`src/rtl/rc_tag_scheduler_if.sv`:
```
// Request, issue and completion signals of the RC read tag scheduler.
// The scheduler connects through the slave modport.
interface rc_tag_scheduler_if #(
  parameter int unsigned NUM_REQ    = 2,
  parameter int unsigned NUM_TAGS   = 32,
  parameter int unsigned ADDR_WIDTH = 64
);
  localparam int unsigned DEST_W = (NUM_REQ > 1) ? $clog2(NUM_REQ) : 1;
  localparam int unsigned CNT_W  = $clog2(NUM_TAGS) + 1;

  logic [NUM_REQ-1:0]            req_valid;
  logic [NUM_REQ-1:0]            req_ready;
  logic [NUM_REQ*ADDR_WIDTH-1:0] req_addr;
  logic [NUM_REQ*10-1:0]         req_dwlen;

  logic                          rq_valid;
  logic                          rq_ready;
  logic [ADDR_WIDTH-1:0]         rq_addr;
  logic [9:0]                    rq_dwlen;
  logic [7:0]                    rq_tag;

  logic                          cpl_valid;
  logic                          cpl_ready;
  logic                          cpl_sop;
  logic                          cpl_last;
  logic [7:0]                    cpl_tag;
  logic                          cpl_done;
  logic [DEST_W-1:0]             cpl_dest;
  logic                          cpl_err;

  logic [CNT_W-1:0]              tags_free;

  modport master (
    output req_valid, req_addr, req_dwlen, rq_ready,
    output cpl_valid, cpl_ready, cpl_sop, cpl_last, cpl_tag, cpl_done,
    input  req_ready, rq_valid, rq_addr, rq_dwlen, rq_tag, cpl_dest, cpl_err, tags_free
  );

  modport slave (
    input  req_valid, req_addr, req_dwlen, rq_ready,
    input  cpl_valid, cpl_ready, cpl_sop, cpl_last, cpl_tag, cpl_done,
    output req_ready, rq_valid, rq_addr, rq_dwlen, rq_tag, cpl_dest, cpl_err, tags_free
  );
endinterface

```
`src/rtl/rc_tag_scheduler.sv`:
```
// Round-robin read requester arbiter with a tag pool; tags are allocated on issue and
// released when the final completion for the tag arrives.
module rc_tag_scheduler #(
  parameter int unsigned NUM_REQ    = 2,
  parameter int unsigned NUM_TAGS   = 32,
  parameter int unsigned ADDR_WIDTH = 64
) (
  input logic               user_clk,
  input logic               user_reset_n,
  rc_tag_scheduler_if.slave bus
);
  localparam int unsigned DEST_W = (NUM_REQ > 1) ? $clog2(NUM_REQ) : 1;
  localparam int unsigned TAG_W  = $clog2(NUM_TAGS);
  localparam int unsigned CNT_W  = TAG_W + 1;

  typedef enum logic [0:0] {StIdle, StIssue} state_e;
  state_e state_q, state_d;

  logic [NUM_TAGS-1:0]   busy_q, busy_d;
  logic [DEST_W-1:0]     owner_q [NUM_TAGS];
  logic [DEST_W-1:0]     rr_ptr_q, rr_ptr_d;
  logic [CNT_W-1:0]      tags_free_q, tags_free_d, busy_cnt;
  logic [ADDR_WIDTH-1:0] rq_addr_q, rq_addr_d;
  logic [9:0]            rq_dwlen_q, rq_dwlen_d;
  logic [7:0]            rq_tag_q, rq_tag_d;
  logic [DEST_W-1:0]     cpl_dest_q, cur_dest;
  logic                  cpl_err_q, cur_err;
  logic [TAG_W-1:0]      cpl_tag_q, cur_tag, sop_tag;

  logic                  found_req, found_tag, grant;
  logic [DEST_W-1:0]     winner, idx;
  logic [TAG_W-1:0]      alloc_tag;
  logic                  cpl_beat, tag_in_range, free_tag;

  // Round-robin search starting at the requester after the last grant.
  always_comb begin
    found_req = 1'b0;
    winner    = '0;
    idx       = '0;
    for (int unsigned i = 0; i < NUM_REQ; i++) begin
      idx = DEST_W'((32'(rr_ptr_q) + i) % NUM_REQ);
      if (!found_req && bus.req_valid[idx]) begin
        found_req = 1'b1;
        winner    = idx;
      end
    end
  end

  always_comb begin
    found_tag = 1'b0;
    alloc_tag = '0;
    for (int unsigned t = 0; t < NUM_TAGS; t++) begin
      if (!found_tag && !busy_q[t]) begin
        found_tag = 1'b1;
        alloc_tag = TAG_W'(t);
      end
    end
  end

  // Reset gates the combinational handshakes so nothing leaks out while held.
  assign grant = user_reset_n && (state_q == StIdle) && found_req && found_tag &&
                 (tags_free_q != '0);

  always_comb begin
    bus.req_ready = '0;
    if (grant) bus.req_ready[winner] = 1'b1;
  end

  assign cpl_beat     = user_reset_n && bus.cpl_valid && bus.cpl_ready;
  assign tag_in_range = 32'(bus.cpl_tag) < NUM_TAGS;
  assign sop_tag      = bus.cpl_tag[TAG_W-1:0];

  // SOP beats resolve owner and error directly; later beats reuse the captured values.
  always_comb begin
    cur_dest = cpl_dest_q;
    cur_err  = cpl_err_q;
    cur_tag  = cpl_tag_q;
    if (cpl_beat && bus.cpl_sop) begin
      cur_dest = tag_in_range ? owner_q[sop_tag] : '0;
      cur_err  = !tag_in_range || !busy_q[sop_tag];
      cur_tag  = sop_tag;
    end
  end

  assign free_tag = cpl_beat && bus.cpl_last && bus.cpl_done && !cur_err;

  always_comb begin
    busy_d = busy_q;
    if (free_tag) busy_d[cur_tag] = 1'b0;
    if (grant) busy_d[alloc_tag] = 1'b1;
    busy_cnt = '0;
    for (int unsigned t = 0; t < NUM_TAGS; t++) begin
      busy_cnt = busy_cnt + CNT_W'(busy_d[t]);
    end
    tags_free_d = CNT_W'(NUM_TAGS) - busy_cnt;
  end

  always_comb begin
    state_d    = state_q;
    rr_ptr_d   = rr_ptr_q;
    rq_addr_d  = rq_addr_q;
    rq_dwlen_d = rq_dwlen_q;
    rq_tag_d   = rq_tag_q;
    unique case (state_q)
      StIdle: begin
        if (grant) begin
          state_d    = StIssue;
          rr_ptr_d   = (32'(winner) == NUM_REQ - 1) ? '0 : winner + 1'b1;
          rq_addr_d  = bus.req_addr[32'(winner) * ADDR_WIDTH +: ADDR_WIDTH];
          rq_dwlen_d = bus.req_dwlen[32'(winner) * 10 +: 10];
          rq_tag_d   = 8'(alloc_tag);
        end
      end
      StIssue: begin
        if (bus.rq_ready) state_d = StIdle;
      end
      default: state_d = StIdle;
    endcase
  end

  always_ff @(posedge user_clk or negedge user_reset_n) begin
    if (!user_reset_n) begin
      state_q     <= StIdle;
      busy_q      <= '0;
      rr_ptr_q    <= '0;
      tags_free_q <= CNT_W'(NUM_TAGS);
      rq_addr_q   <= '0;
      rq_dwlen_q  <= '0;
      rq_tag_q    <= '0;
      cpl_dest_q  <= '0;
      cpl_err_q   <= 1'b0;
      cpl_tag_q   <= '0;
      for (int unsigned t = 0; t < NUM_TAGS; t++) owner_q[t] <= '0;
    end else begin
      state_q     <= state_d;
      busy_q      <= busy_d;
      rr_ptr_q    <= rr_ptr_d;
      tags_free_q <= tags_free_d;
      rq_addr_q   <= rq_addr_d;
      rq_dwlen_q  <= rq_dwlen_d;
      rq_tag_q    <= rq_tag_d;
      cpl_dest_q  <= cur_dest;
      cpl_err_q   <= cur_err;
      cpl_tag_q   <= cur_tag;
      if (grant) owner_q[alloc_tag] <= winner;
    end
  end

  assign bus.rq_valid  = (state_q == StIssue);
  assign bus.rq_addr   = rq_addr_q;
  assign bus.rq_dwlen  = rq_dwlen_q;
  assign bus.rq_tag    = rq_tag_q;
  assign bus.cpl_dest  = cur_dest;
  assign bus.cpl_err   = cur_err;
  assign bus.tags_free = tags_free_q;
endmodule

```
`src/flat_wrapper.sv`:
```
// flat-port wrapper written by rule: the top's interface ports become plain ports
module rc_tag_scheduler_flat 
#(
  parameter int unsigned NUM_REQ    = 2,
  parameter int unsigned NUM_TAGS   = 32,
  parameter int unsigned ADDR_WIDTH = 64
)
  (user_clk, user_reset_n, bus_req_valid, bus_req_addr, bus_req_dwlen, bus_rq_ready, bus_cpl_valid, bus_cpl_ready, bus_cpl_sop, bus_cpl_last, bus_cpl_tag, bus_cpl_done, bus_req_ready, bus_rq_valid, bus_rq_addr, bus_rq_dwlen, bus_rq_tag, bus_cpl_dest, bus_cpl_err, bus_tags_free);
  rc_tag_scheduler_if #(.NUM_REQ(NUM_REQ), .NUM_TAGS(NUM_TAGS), .ADDR_WIDTH(ADDR_WIDTH)) bus_i ();
  input logic user_clk;
  input logic user_reset_n;
  input wire logic [$bits(bus_i.req_valid)-1:0] bus_req_valid;
  input wire logic [$bits(bus_i.req_addr)-1:0] bus_req_addr;
  input wire logic [$bits(bus_i.req_dwlen)-1:0] bus_req_dwlen;
  input wire logic [$bits(bus_i.rq_ready)-1:0] bus_rq_ready;
  input wire logic [$bits(bus_i.cpl_valid)-1:0] bus_cpl_valid;
  input wire logic [$bits(bus_i.cpl_ready)-1:0] bus_cpl_ready;
  input wire logic [$bits(bus_i.cpl_sop)-1:0] bus_cpl_sop;
  input wire logic [$bits(bus_i.cpl_last)-1:0] bus_cpl_last;
  input wire logic [$bits(bus_i.cpl_tag)-1:0] bus_cpl_tag;
  input wire logic [$bits(bus_i.cpl_done)-1:0] bus_cpl_done;
  output wire logic [$bits(bus_i.req_ready)-1:0] bus_req_ready;
  output wire logic [$bits(bus_i.rq_valid)-1:0] bus_rq_valid;
  output wire logic [$bits(bus_i.rq_addr)-1:0] bus_rq_addr;
  output wire logic [$bits(bus_i.rq_dwlen)-1:0] bus_rq_dwlen;
  output wire logic [$bits(bus_i.rq_tag)-1:0] bus_rq_tag;
  output wire logic [$bits(bus_i.cpl_dest)-1:0] bus_cpl_dest;
  output wire logic [$bits(bus_i.cpl_err)-1:0] bus_cpl_err;
  output wire logic [$bits(bus_i.tags_free)-1:0] bus_tags_free;
  assign bus_i.req_valid = bus_req_valid;
  assign bus_i.req_addr = bus_req_addr;
  assign bus_i.req_dwlen = bus_req_dwlen;
  assign bus_i.rq_ready = bus_rq_ready;
  assign bus_i.cpl_valid = bus_cpl_valid;
  assign bus_i.cpl_ready = bus_cpl_ready;
  assign bus_i.cpl_sop = bus_cpl_sop;
  assign bus_i.cpl_last = bus_cpl_last;
  assign bus_i.cpl_tag = bus_cpl_tag;
  assign bus_i.cpl_done = bus_cpl_done;
  assign bus_req_ready = bus_i.req_ready;
  assign bus_rq_valid = bus_i.rq_valid;
  assign bus_rq_addr = bus_i.rq_addr;
  assign bus_rq_dwlen = bus_i.rq_dwlen;
  assign bus_rq_tag = bus_i.rq_tag;
  assign bus_cpl_dest = bus_i.cpl_dest;
  assign bus_cpl_err = bus_i.cpl_err;
  assign bus_tags_free = bus_i.tags_free;
  rc_tag_scheduler #(.NUM_REQ(NUM_REQ), .NUM_TAGS(NUM_TAGS), .ADDR_WIDTH(ADDR_WIDTH)) u_core (.user_clk(user_clk), .user_reset_n(user_reset_n), .bus(bus_i));
endmodule
```
`config.mk`:
```
export PLATFORM = sky130hd
export DESIGN_NAME = rc_tag_scheduler_flat
export DESIGN_NICKNAME = d
export VERILOG_FILES = /design/src/rtl/rc_tag_scheduler_if.sv /design/src/rtl/rc_tag_scheduler.sv /design/src/flat_wrapper.sv
export SDC_FILE = /design/constraint.sdc
export NUM_CORES = 1
export LEC_CHECK = 0
export CAP_MARGIN = 20
export CORE_MARGIN = 5
export CORE_UTILIZATION = 45
export DETAILED_ROUTE_END_ITERATION = 8
export GPL_ROUTABILITY_DRIVEN = 1
export GPL_TIMING_DRIVEN = 0
export PLACE_DENSITY = 0.8
export SYNTH_ARGS = -nofsm -noshare
export SYNTH_HDL_FRONTEND = slang
export SYNTH_SLANG_ARGS = --single-unit
```
`constraint.sdc`:
```
create_clock -name user_clk -period 12.9 [get_ports user_clk]
set_input_delay 3.87 -clock user_clk [delete_from_list [all_inputs] [get_ports user_clk]]
set_output_delay 3.87 -clock user_clk [all_outputs]
set_load 0.01 [all_outputs]
```
; ---- Word level (Yosys, flattened, before mapping)
; Cells that the tools add are included.
[totals]
reg_bits = 158
latch_bits = 0
mem_bits_rw = 0
rom_bits = 0
input_bits = 166
output_inout_bits = 93
n_memories = 0
[op_classes]
n_addsub = 34
multipliers = 1
n_div = 0
order_cmp = 13
n_eq_ne = 0
shifts = 2
mux = 96
n_bitwise = 6
reduce_logical = 114
[op_table]
columns = op, count
row1 = 6-bit by 1-bit adder with 6-bit output, 30
row2 = 128-bit by 8-bit variable part select with 64-bit output, 1
row3 = 5-bit 2-to-1 mux, 17
row4 = 1-bit logical NOT, 65
row5 = 32-bit 2-to-1 mux, 2
row6 = 1-bit 2-to-1 mux, 54
row7 = 1-bit logical AND, 46
row8 = 32-bit AND, 1
row9 = 32-bit bitwise mux, 1
row10 = 4-bit 2-to-1 mux, 8
row11 = 32-bit inverter, 1
row12 = 32-bit OR, 1
row13 = 20-bit by 6-bit variable part select with 10-bit output, 1
row14 = 5-bit by 6-bit less-than comparator with 1-bit output (second input constant), 3
row15 = 1-bit demux with 5-bit select, 3
row16 = 6-bit >= comparator (second input constant), 2
row17 = 3-bit 2-to-1 mux, 4
row18 = 5-bit inverter with 6-bit output, 2
row19 = 1-bit binary-select mux with 5-bit select, 2
row20 = 5-bit by 1-bit >= comparator with 1-bit output (second input constant), 2
row21 = 8-bit by 6-bit less-than comparator with 1-bit output (second input constant), 1
row22 = 1-bit by 2-bit less-than comparator with 1-bit output (second input constant), 3
row23 = 6-bit by 1-bit less-than comparator with 1-bit output (second input constant), 1
row24 = 2-bit 2-to-1 mux, 3
row25 = other kinds (11), 12

; ---- Depth between registers and ports, before layout
; Gate-level depths: netlist of the first run.
[logic_depth]
ltp_word = 131
ltp_mapped = 29

; ---- Worst setup path before layout of the first run
; No wires, ideal clock.
[synth_path]
kind = input port to flip-flop
start = in bus_cpl_tag[1]
end = reg u_core.tags_free_q[4] (netlist: u_core.bus.tags_free[4])
setup_ps = 123
arrival_time_ps = 10199
required_time_ps = 12777
path_slack_ps = 2578
path_stages = 23
path_buffers = 2
cell_sequence = buf_6 buf_6 mux4_2 mux2_2 o22ai_1 o41ai_1 nand4_1 or2_2 a2bb2oi_1 fa_1 ha_1 fa_1 inv_1 fa_1 fa_1 fa_1 fa_1 inv_1 fa_1 ha_1 inv_1 fa_1 xnor2_1
[synth_between]
elab_chain_len = 42
[synth_rtl]
columns = element, line_no
row1 = from (decl), flat_wrapper.sv:20  ; input wire logic [$bits(bus_i.cpl_tag)-1:0] bus_cpl_tag;
row2 = 5-bit 2-to-1 mux / 1-bit binary-select mux with 5-bit select (equally long branches), "rc_tag_scheduler.sv:78, rc_tag_scheduler.sv:80"
row3 = "5-bit by 6-bit less-than comparator with 1-bit output (not written as such), or another cell as far along", rc_tag_scheduler.sv:89  ; if (free_tag) busy_d[cur_tag] = 1'b0;
row4 = 1-bit logical AND (not written as such) / 1-bit logical NOT (equally long branches), "rc_tag_scheduler.sv:89, rc_tag_scheduler.sv:80"
row5 = 1-bit 2-to-1 mux (not written as such) / 1-bit logical OR (equally long branches), "rc_tag_scheduler.sv:89, rc_tag_scheduler.sv:80"
row6 = 1-bit demux with 5-bit select / 1-bit 2-to-1 mux (equally long branches), -
row7 = 32-bit inverter (no source line) / 1-bit logical NOT (equally long branches), -
row8 = 32-bit AND (no source line) / 1-bit logical AND (equally long branches), -
row9 = 32-bit 2-to-1 mux (*), rc_tag_scheduler.sv:89
row10 = 32-bit OR (no source line), -
row11 = 32-bit 2-to-1 mux (*), rc_tag_scheduler.sv:90  ; if (grant) busy_d[alloc_tag] = 1'b1;
row12 = 1-bit by 1-bit adder with 2-bit output, rc_tag_scheduler.sv:93  ; busy_cnt = busy_cnt + CNT_W'(busy_d[t]);
row13 = 6-bit by 1-bit adder with 6-bit output (29 in series), rc_tag_scheduler.sv:93
row14 = 6-bit by 1-bit adder with 6-bit output (*), rc_tag_scheduler.sv:93
row15 = 6-bit subtractor (*), rc_tag_scheduler.sv:95  ; tags_free_d = CNT_W'(NUM_TAGS) - busy_cnt;
row16 = via u_core.tags_free_d[4], rc_tag_scheduler.sv:22  ; logic [CNT_W-1:0] tags_free_q, tags_free_d, busy_cnt;
row17 = to (signal assigned), rc_tag_scheduler.sv:126  ; tags_free_q <= CNT_W'(NUM_TAGS);
row18 = to (signal assigned), rc_tag_scheduler.sv:138  ; tags_free_q <= tags_free_d;
row19 = to (decl), rc_tag_scheduler.sv:22
; Mark *: on every way through the listed nets, which the timed path passes. The rest lies on a longest branch. The select of a mux whose other input is x is not followed.
; A chain may end at the register's enable or synchronous reset.

; ---- Worst setup path after layout of the first run
[layout_path]
start = in user_reset_n
end = out bus_req_ready[0]
[layout_between]
elab_chain_len = 5
[layout_rtl]
columns = element, line_no
row1 = from (decl), flat_wrapper.sv:11  ; input logic user_reset_n;
row2 = 1-bit logical AND (4 in series), rc_tag_scheduler.sv:61  ; assign grant = user_reset_n && (state_q == StIdle) && found_req && found_tag &&
row3 = 2-bit 2-to-1 mux, rc_tag_scheduler.sv:66  ; if (grant) bus.req_ready[winner] = 1'b1;
row4 = to (decl), flat_wrapper.sv:22  ; output wire logic [$bits(bus_i.req_ready)-1:0] bus_req_ready;
; No other way between the ends.

==> reports/metrics.csv, run 1 <==
metric,value,unit
outcome,"finished, final reports clean",
"flops & latches, synth",158,
post-synth cell types,64,
Die Span Y,152,um
Mean Syn Cell Area,9.49,sq um
P per Cell Area,242,mW/mm^2
Initial Util,46.0,%
pre-CTS setup slack,0.986,ns
Final setup viols,0,
first-pass GRT wire length,45300,um
Multi-input gate area,0.00453,sq mm
Synth area leader,dfrtp_1,
mean routed wirelength per cell,20.1,um
DR vias,8440,
max-slew violation total from the final report,0,
total negative slack,0,ns
critical path peak fanout,121,
Tmin final,11.49,ns
antenna violations before repair,1,
largest net degree at the start of global routing,122,
Reg2Reg Depth,21,
die area,0.0230,sq mm
Placer Congestion,0.948,
PortBufs,254,
root buf cell,clkbuf_16,
WL final,30200,um
Post-synth ARST share,100,%
share of the synthesized area in the top cell type,43.6,%
period utilisation layout,89.1,%
Total GRT Usage,25.7,%
Nets,1447,
IO Pins,259,
Slew HR,29.8,%
CTS Sinks,158,
CP bufs+invs,6,
Leak,5.32,nW
hold depth,2,
hold path startpoint,u_core.cpl_dest_q,
setup ws final,1.41,ns
sequential area share after synthesis,43.9,%
"setup slack, reg-to-reg",5.39,ns
Clock transition at path regs,0.06,ns
CORE AREA,0.0196,sq mm
CP Launch Type,input pin,
worst hold slack,0.482,ns
crit end category,primary output,
upper clock frequency limit,0.0870,GHz
Crit Reg-Reg Endpoint,u_core.bus.tags_free[4],
DRC errors left,0,
synth-to-layout area growth,38.9,%
Pre-antenna DRT Iters,8,
R2R Path Start,u_core.busy_q[19],
Clock Skew,0.0127,ns
Top Family by Delay on Critical Path,buffers and inverters,
post-DP HPWL,23300,um
Worst Hold Class,flop to flop,
"top cells by area, synth","dfrtp_1 (44%), nand2_1 (7.5%), a31oi_1 (5.4%), fa_1 (5.3%), ha_1 (4.3%)",
register area,0.00396,sq mm
max cap viols,0,
clk_lat worst skew,0.44,ns
Most used DFF post-synth,dfrtp_1,
"Critical Path, Cell by Cell","buf_8, buf_16, o211ai_1, a21oi_1, o41a_1, buf_2, clkbuf_1, clkbuf_1, and2_1, clkdlybuf4s50_1",
Worst IR Drop VDD,0.000398,V
most instantiated cells after synthesis,"nand2_1 (181), dfrtp_1 (157), nor2_1 (88)",
Iteration-0 DRC Markers,635,
H-tree level count,4,
Post-CTS Resized,0,
Mapped Area,0.00901,sq mm
CTS tree,yes,
Crit path required time,9.03,ns
top-count cell post-synth,nand2_1,
clock buffer depth,2,
Num CTS Buffers,17,
Post-CTS Hold Fix Bufs,0,
synthesis warning total,0,
Final Hold Fails,0,
Synth Instances,950,
number of flops mapped to enable cells by yosys,0,
slowest CP cell,clkdlybuf4s50_1,
Critical Setup Path Class,input pin to primary output,
# rows,51,
max incr delay on CP,0.57,ns
cell with the most instances on the worst path,clkbuf_1,
Post-CTS Setup Bufs,0,
Die W,152,um
layout cells sized above 1,7.83,%
grt total ovfl,0,
RSZ-0062 raised after global routing,false,
Slew @ Worst Pin,1.05,ns
Hold EP,u_core.cpl_dest_q,
Vias/cell,5.61,
vias in the first global route,8240,
Final ANT Viol Nets,0,
CP arrival,7.62,ns
Fill cells,1611,
-- worst max path at each step --
| stage | slack [ns] | cells after the start | to | start |
|---|---|---|---|---|
| after floorplan | 2.58 | 23 | u_core.bus.tags_free[4] | bus_cpl_tag[1] |
| after global placement | -6.22 | 22 | u_core.bus.tags_free[3] | user_reset_n |
| after detailed placement | 0.99 | 24 | u_core.bus.tags_free[4] | user_reset_n |
| after CTS | 1.36 | 10 | bus_req_ready[0] | user_reset_n |
| after global routing | 0.84 | 23 | u_core.bus.tags_free[4] | user_reset_n |
| final | 1.41 | 10 | bus_req_ready[0] | user_reset_n |
-- worst reg2reg max path: cells and delay by family (launching register included) --
kind,cells,cell delay (ns)
adders and majority gates,10,4.34
AOI/OAI and AO/OA,3,1.03
and+or+nand+nor,2,0.81
DFF,1,0.48
muxes,2,0.44
buffers and inverters,3,0.16
xor gates and xnor gates,1,0.14
-- sequential cells by signal (all words and copies together), names as in the netlist --
| signal | count |
|---|---|
| u_core.cpl_tag_q | 5 |
| u_core.rr_ptr_q | 1 |
| u_core.bus.rq_dwlen | 10 |
| u_core.busy_q | 32 |
| u_core.bus.tags_free | 6 |
| u_core.cpl_err_q | 1 |
| u_core.cpl_dest_q | 1 |
| u_core.bus.rq_tag | 5 |
| u_core.bus.rq_addr | 64 |
| u_core.bus.rq_valid | 1 |
| u_core.owner_q | 32 |
-- cell type report --
cell class	instances	area share, %
Antenna cell	1	0.0200
Buffer	63	2.46
Clock buffer	18	3.43
Clock inverter	14	1.27
Inverter	61	1.83
Multi-Input combinational cell	670	36.2
Sequential cell	158	31.6
Tap cell	265	2.65
Timing Repair Buffer	255	20.6
-- per-stage QoR --
stage	cells	total power, W	cell area [sq um]	util, %
after detailed placement	1472	0.00254	11900	60.9
after global routing	1505	0.00334	12500	63.9
after floorplan	952	0.00193	9020	-
final	1505	0.00303	12500	63.9
after global placement	1471	0.00249	11900	60.7
after CTS	1504	0.00306	12500	63.9
-- layer usage --
layer / global-route usage [%] / part of all wire [%]
met5: 0 / 0
met4: 9.57 / 3.5
met3: 6.96 / 8.4
met2: 41.1 / 49
met1: 33.8 / 39
-- cells by family after synthesis --
family          synth area share, %
other cells                  0.0416
compound gates                 17.5
simple gates                   15.9
buf+inv                        5.96
mux                            6.83
flops                          43.9
fa+ha+maj                      9.64
xor+xnor                      0.194
-- where the power goes --
group | leakage [nW] | internal, W | switching, W
Combinational | 3.12 | 0.000840 | 0.000942
Clock | 0.286 | 0.000289 | 0.000223
Sequential | 1.92 | 0.000656 | 0.0000833
-- cells in the final DEF (no fill, tap or decap), types with 4 or more instances in the layout --
cell             instances
a21o_1                   9
a21oi_1                 14
a31oi_1                 78
and3_1                   4
buf_2                    6
buf_4                    6
buf_6                    5
clkbuf_1                46
clkbuf_16               17
clkdlybuf4s50_1        253
dfrtp_1                157
fa_1                    24
ha_1                    31
inv_1                   61
mux2_2                  13
mux2i_1                  6
mux4_2                  17
nand2_1                181
nand2b_1                 4
nand3_1                  5
nand4_1                 12
nor2_1                  88
nor3_1                  13
o21a_1                  17
o21ai_0                 46
o21ai_1                  7
o2bb2ai_1                4
o31ai_1                 41
Note: power is estimated with default switching activity, not from simulation.
==> run 2, diff against run 1 <==
Settings changed: CTS_CLUSTER_DIAMETER set to 100.
==> results of run 2 <==
The final DEF is identical to that of run 1; final timing and power are the same.
